$ cat config.mk
export PLATFORM = sky130hd
export DESIGN_NAME = pueo_thresh_loader
export DESIGN_NICKNAME = d
export VERILOG_FILES = /design/src/rtl/pueo_thresh_loader.sv
export SDC_FILE = /design/constraint.sdc
export NUM_CORES = 1
export LEC_CHECK = 0
export CAP_MARGIN = 20
export CORE_MARGIN = 3
export CORE_UTILIZATION = 42
export DETAILED_ROUTE_END_ITERATION = 10
export GPL_ROUTABILITY_DRIVEN = 0
export PLACE_DENSITY = 0.76
export SLEW_MARGIN = 20
export SYNTH_ARGS = -nofsm -noshare
export SYNTH_HDL_FRONTEND = slang
export SYNTH_SLANG_ARGS = --single-unit
$ cat constraint.sdc
create_clock -name clk_i -period 2.1 [get_ports clk_i]
set_clock_uncertainty 0.2 [all_clocks]
set_input_delay 0.21 -clock clk_i [delete_from_list [all_inputs] [get_ports clk_i]]
set_output_delay 0.21 -clock clk_i [all_outputs]
set_load 0.02 [all_outputs]
$ cat src/rtl/pueo_thresh_loader.sv
// Threshold loader for dual-beam DSP pairs: stages per-beam thresholds on a shared bus
// with one-hot CE strobes, then issues a common update pulse on commit (and once after reset).
module pueo_thresh_loader #(
  parameter int          NPAIR          = 24,
  parameter logic [17:0] DEFAULT_THRESH = 18'h3FFFF
) (
  input  logic                 clk_i,
  input  logic                 rst_n_i,
  input  logic                 wr_valid_i,
  output logic                 wr_ready_o,
  input  logic [7:0]           wr_addr_i,
  input  logic [17:0]          wr_data_i,
  input  logic                 commit_i,
  output logic [17:0]          thresh_o,
  output logic [2*NPAIR-1:0]   thresh_ce_o,
  output logic                 update_o,
  output logic                 init_done_o,
  output logic                 addr_err_o,
  output logic [15:0]          update_count_o
);

  localparam int NBEAM = 2 * NPAIR;
  localparam int IW    = $clog2(NBEAM + 1);

  typedef enum logic [1:0] {INIT, IDLE, WAIT, UPD} state_t;

  state_t              state_q;
  logic [IW-1:0]       idx_q;
  logic [17:0]         thresh_q;
  logic [NBEAM-1:0]    ce_q;
  logic                update_q;
  logic                init_done_q;
  logic                addr_err_q;
  logic [15:0]         count_q;

  logic [NBEAM-1:0]    init_hot;
  logic [NBEAM-1:0]    wr_hot;
  logic                addr_ok;

  for (genvar gi = 0; gi < NBEAM; gi++) begin : g_hot
    assign init_hot[gi] = (idx_q == IW'(gi));
    assign wr_hot[gi]   = (wr_addr_i == 8'(gi));
  end

  assign addr_ok = (wr_addr_i < 8'(NBEAM));

  // Outputs are aligned with the state: INIT cycles carry a default strobe, WAIT carries
  // the last staged write (or nothing), UPD carries the update pulse.
  always_ff @(posedge clk_i or negedge rst_n_i) begin
    if (!rst_n_i) begin
      state_q     <= INIT;
      idx_q       <= '0;
      thresh_q    <= '0;
      ce_q        <= '0;
      update_q    <= 1'b0;
      init_done_q <= 1'b0;
      addr_err_q  <= 1'b0;
      count_q     <= '0;
    end else begin
      ce_q     <= '0;
      update_q <= 1'b0;
      case (state_q)
        INIT: begin
          if (idx_q == IW'(NBEAM)) begin
            state_q <= WAIT;
          end else begin
            ce_q     <= init_hot;
            thresh_q <= DEFAULT_THRESH;
            idx_q    <= idx_q + 1'b1;
          end
        end
        IDLE: begin
          if (wr_valid_i) begin
            if (addr_ok) begin
              ce_q     <= wr_hot;
              thresh_q <= wr_data_i;
            end else begin
              addr_err_q <= 1'b1;
            end
          end
          if (commit_i) state_q <= WAIT;
        end
        WAIT: begin
          update_q <= 1'b1;
          count_q  <= count_q + 16'd1;
          state_q  <= UPD;
        end
        UPD: begin
          init_done_q <= 1'b1;
          state_q     <= IDLE;
        end
        default: state_q <= INIT;
      endcase
    end
  end

  assign wr_ready_o     = (state_q == IDLE);
  assign thresh_o       = thresh_q;
  assign thresh_ce_o    = ce_q;
  assign update_o       = update_q;
  assign init_done_o    = init_done_q;
  assign addr_err_o     = addr_err_q;
  assign update_count_o = count_q;

endmodule
==> metrics.md <==
| Metric | Value |
|---|---|
| Initial core utilization | `44.00%` |
| CTS buffer count | `9` |
| Postcts setup bufs | `0` |
| HP Class | `primary input to async pin` |
| Layout area overhead | `44.19%` |
| Largest stage delay on the critical path | `0.42 ns` |
| Remaining antenna violation count | `0` |
| Max_slew headroom | `70.24%` |
| Gr usage total | `18.91%` |
| Slowest CP cell | `or3b_4` |
| WL/cell | `16.80 um` |
| Share of cells above drive strength 1 | `around 9%` |
| Hold Fails Final Rpt | `0` |
| DIE AREA | `approximately 10000 um2` |
| First-iteration detailed-routing DRC count | `150` |
| Worst-margin pin slew | `roughly 0.44 ns` |
| CTS tree | `done` |
| First-pass GRT wire length | `14.91 mm` |
| NetSw | `0.6884 mW` |
| Vias/cell | `5.293` |
| Lkg Pwr | `2.142 nW` |
| Avg Cell Area, Syn | `roughly 12 um2` |
| Commonest non-fill, non-tap cell in the layout | `clkdlybuf4s50_1` |
| RSZ-0062 raised after global routing | `false` |
| Logic pwr share | `3.8%` |
| Seq pwr share | `53.6%` |
| DP Wirelength | `6.607 mm` |
| Pin count of the biggest net entering global routing | `46` |
| Max Root-Sink Buffers | `2` |
| Die Wd | `approximately 99 um` |
| Achievable Freq | `roughly 0.5 GHz` |
| Commonest non-fill, non-tap cells in the layout | `113 x clkdlybuf4s50_1, 93 x dfrtp_1, 48 x o22ai_1` |
| TNS Setup | `0 ns` |
| Antenna diodes | `0` |
| Status | `finished, final reports clean` |
| Final #Nets | `468` |
| Switching Share | `20.62%` |
| Kind of critical path | `flop to flop` |
| Yosys warns | `0` |
| Max Slew Vio Count | `0` |
| Number of synthesized flops with an enable pin | `0` |
| Die span in y | `99.48 um` |
| H-tree Lvls | `3` |
| First-pass DRT Iterations | `4` |
| Clock sinks | `just over 90` |
| Synth top area cells | `dfrtp_1 63%, o22ai_1 8.2%, o22a_1 4.3%` |
| Netlist cell types | `37` |
| Final wirelength | `around 9.1 mm` |
| Routed vias | `roughly 2900` |
| Int Pwr | `2.650 mW` |
| Post-synthesis sequential area ratio | `63.42%` |
| Fin area | `5291 um2` |
| Top cell type's share of synthesized area | `63.42%` |
| Cells after Synth | `about 300` |
| MaxCap Viol Count | `0` |
| Clk_lat worst skew | `around 0.35 ns` |
| Worst setup EP type | `flop` |
| Power per standard cell area | `631.0 nW/um2` |
| Antenna violations before repair | `0` |
| Flops & latches, synth | `93` |
| Crit-path max FO | `18` |
| Core Footprint | `8341 um2` |
| Setup violators final | `0` |
| Drc violations | `0` |
| Synth async-reset ratio | `100.0%` |
| Final critical-path share of the clock period | `95.26%` |
| Arrival @ worst endpoint | `2.04 ns` |
| Fin crit period | `2.000 ns` |
| Delay-heaviest family, CP | `compound AO/OA/AOI/OAI gates` |
| Worst path required time | `2.14 ns` |
| Clock power share | `42.6%` |
| Vias in the first global route | `2882` |
| GRT overflow | `0` |
| Synth Cell Area | `3670 um2` |
| I/O pin count | `~120` |
| Critical path buffers and inverters | `2` |
| Maximum VDD drop | `around 0.00046 V` |
| CTS clk-pin slew, worst paths | `0.09 ns` |
| Worst setup SP type | `flop` |
| Port Buf Inserts | `115` |
| Synth Flop Type | `dfrtp_1` |
| Root buffer cell | `clkbuf_8` |
| Rows | `33` |
| Area leader, netlist | `dfrtp_1` |
| Syn Nets | `336` |
| Dpl cell area | `5039 um2` |
| Worst path cell trace | `inv_1 > ha_1 > or3b_4 > o21ai_4 > a21oi_4 > buf_12 > o22a_1` |
==> power by group through the flow <==
stage,combinational [mW],sequential [mW],clock (mW)
after floorplan,0.0183,1.83,0
after global placement,0.125,1.82,0
after global routing,0.140,1.79,1.52
after CTS,0.130,1.79,1.46
after detailed placement,0.127,1.82,0
final,0.126,1.79,1.42
==> worst reg2reg max path: stages, from the launching register on <==
cell     delay [ns]
dfrtp_1        0.39
inv_1          0.11
ha_1           0.18
or3b_4         0.42
o21ai_4        0.18
a21oi_4        0.08
buf_12         0.15
o22a_1         0.18
==> synth_stat cells, types with 2 or more instances <==
library cell	n
xnor2_1	15
nand3_1	12
clkbuf_1	4
a21o_1	2
buf_2	6
nor3_1	2
nor2_1	8
xor2_1	5
ha_1	5
o22ai_1	48
nand2_1	32
o21ai_0	2
nor2b_1	10
nand3b_1	2
nand4_1	9
o22a_1	18
dfrtp_1	93
and3_1	3
and2_1	3
inv_1	5
==> repair_timing <==
item                                    CTS  global route
gates resized for setup                   1             0
endpoints found under the setup margin    1             1
gates cloned                              0             0
hold endpoints to repair                 78             0
hold buffers                              1             0
pin swaps                                 0             1
==> sequential cells by signal, indices dropped and copies added, names as in the netlist <==
| name | count |
|---|---|
| state_q | 2 |
| thresh_ce_o | 48 |
| thresh_o | 18 |
| idx_q | 6 |
| init_done_o | 1 |
| update_o | 1 |
| update_count_o | 16 |
| addr_err_o | 1 |
==> metrics by stage <==
stage	cells	util [%]	power, mW	setup slack (ns)	hold slack (ns)
3_3_place_gp	526	60.41	1.949	0.1474	-0.02408
2_1_floorplan	301	-	1.843	0.06388	-0.2856
6_report	543	63.44	3.339	0.09955	0.1258
5_1_grt	543	63.44	3.450	0.02140	0.1558
4_1_cts	543	63.44	3.376	0.06894	0.1294
3_5_place_dp	526	60.41	1.952	0.08244	-0.01936
==> layout make-up <==
cell class / count / area [um2]
Timing Repair Buffer: 133 / 1310
Fill cell: 648 / 3049
Multi-Input combinational cell: 191 / 1260
Inverter: 5 / 18.77
Tap cell: 105 / 131.4
Clock buffer: 10 / 127.6
Clock inverter: 6 / 116.4
Sequential cell: 93 / 2327
==> path summary, 6_finish.rpt <==
path,from,end,slack [ns],depth (start not counted)
max in group asynchronous,rst_n_i,thresh_o[6],0.97,3
worst min register to register,init_done_o,init_done_o,0.26,1
worst max-delay path,idx_q[0],thresh_o[12],0.1,7
worst min-delay path,rst_n_i,update_count_o[13],0.13,2
worst max register to register,idx_q[0],thresh_o[12],0.1,7
min in group clk_i,init_done_o,init_done_o,0.26,1
==> layer usage <==
layer | routed length (um) | share of wire, % | GRT usage, %
met1 | 4030 | 44 | 25.87
met2 | 4390 | 48 | 30.11
met3 | 580 | 6.4 | 4.769
met4 | 120 | 1.3 | 5.357
met5 | 0 | 0 | 0
==> kinds of logic (layout without fill, tap and decap cells) <==
group | after synthesis | count (layout) | share of synthesized area [%]
XOR/XNOR | 20 | 20 | 4.773
multiplexers | 1 | 1 | 0.3068
adder cells (fa/ha/maj) | 5 | 5 | 1.705
AO/OA/AOI/OAI | 75 | 75 | 14.66
AND/OR/NAND/NOR | 90 | 90 | 12.89
buffers and inverters | 17 | 154 | 2.250
flip-flops | 93 | 93 | 63.42
Power figures use the tool's default switching activity.
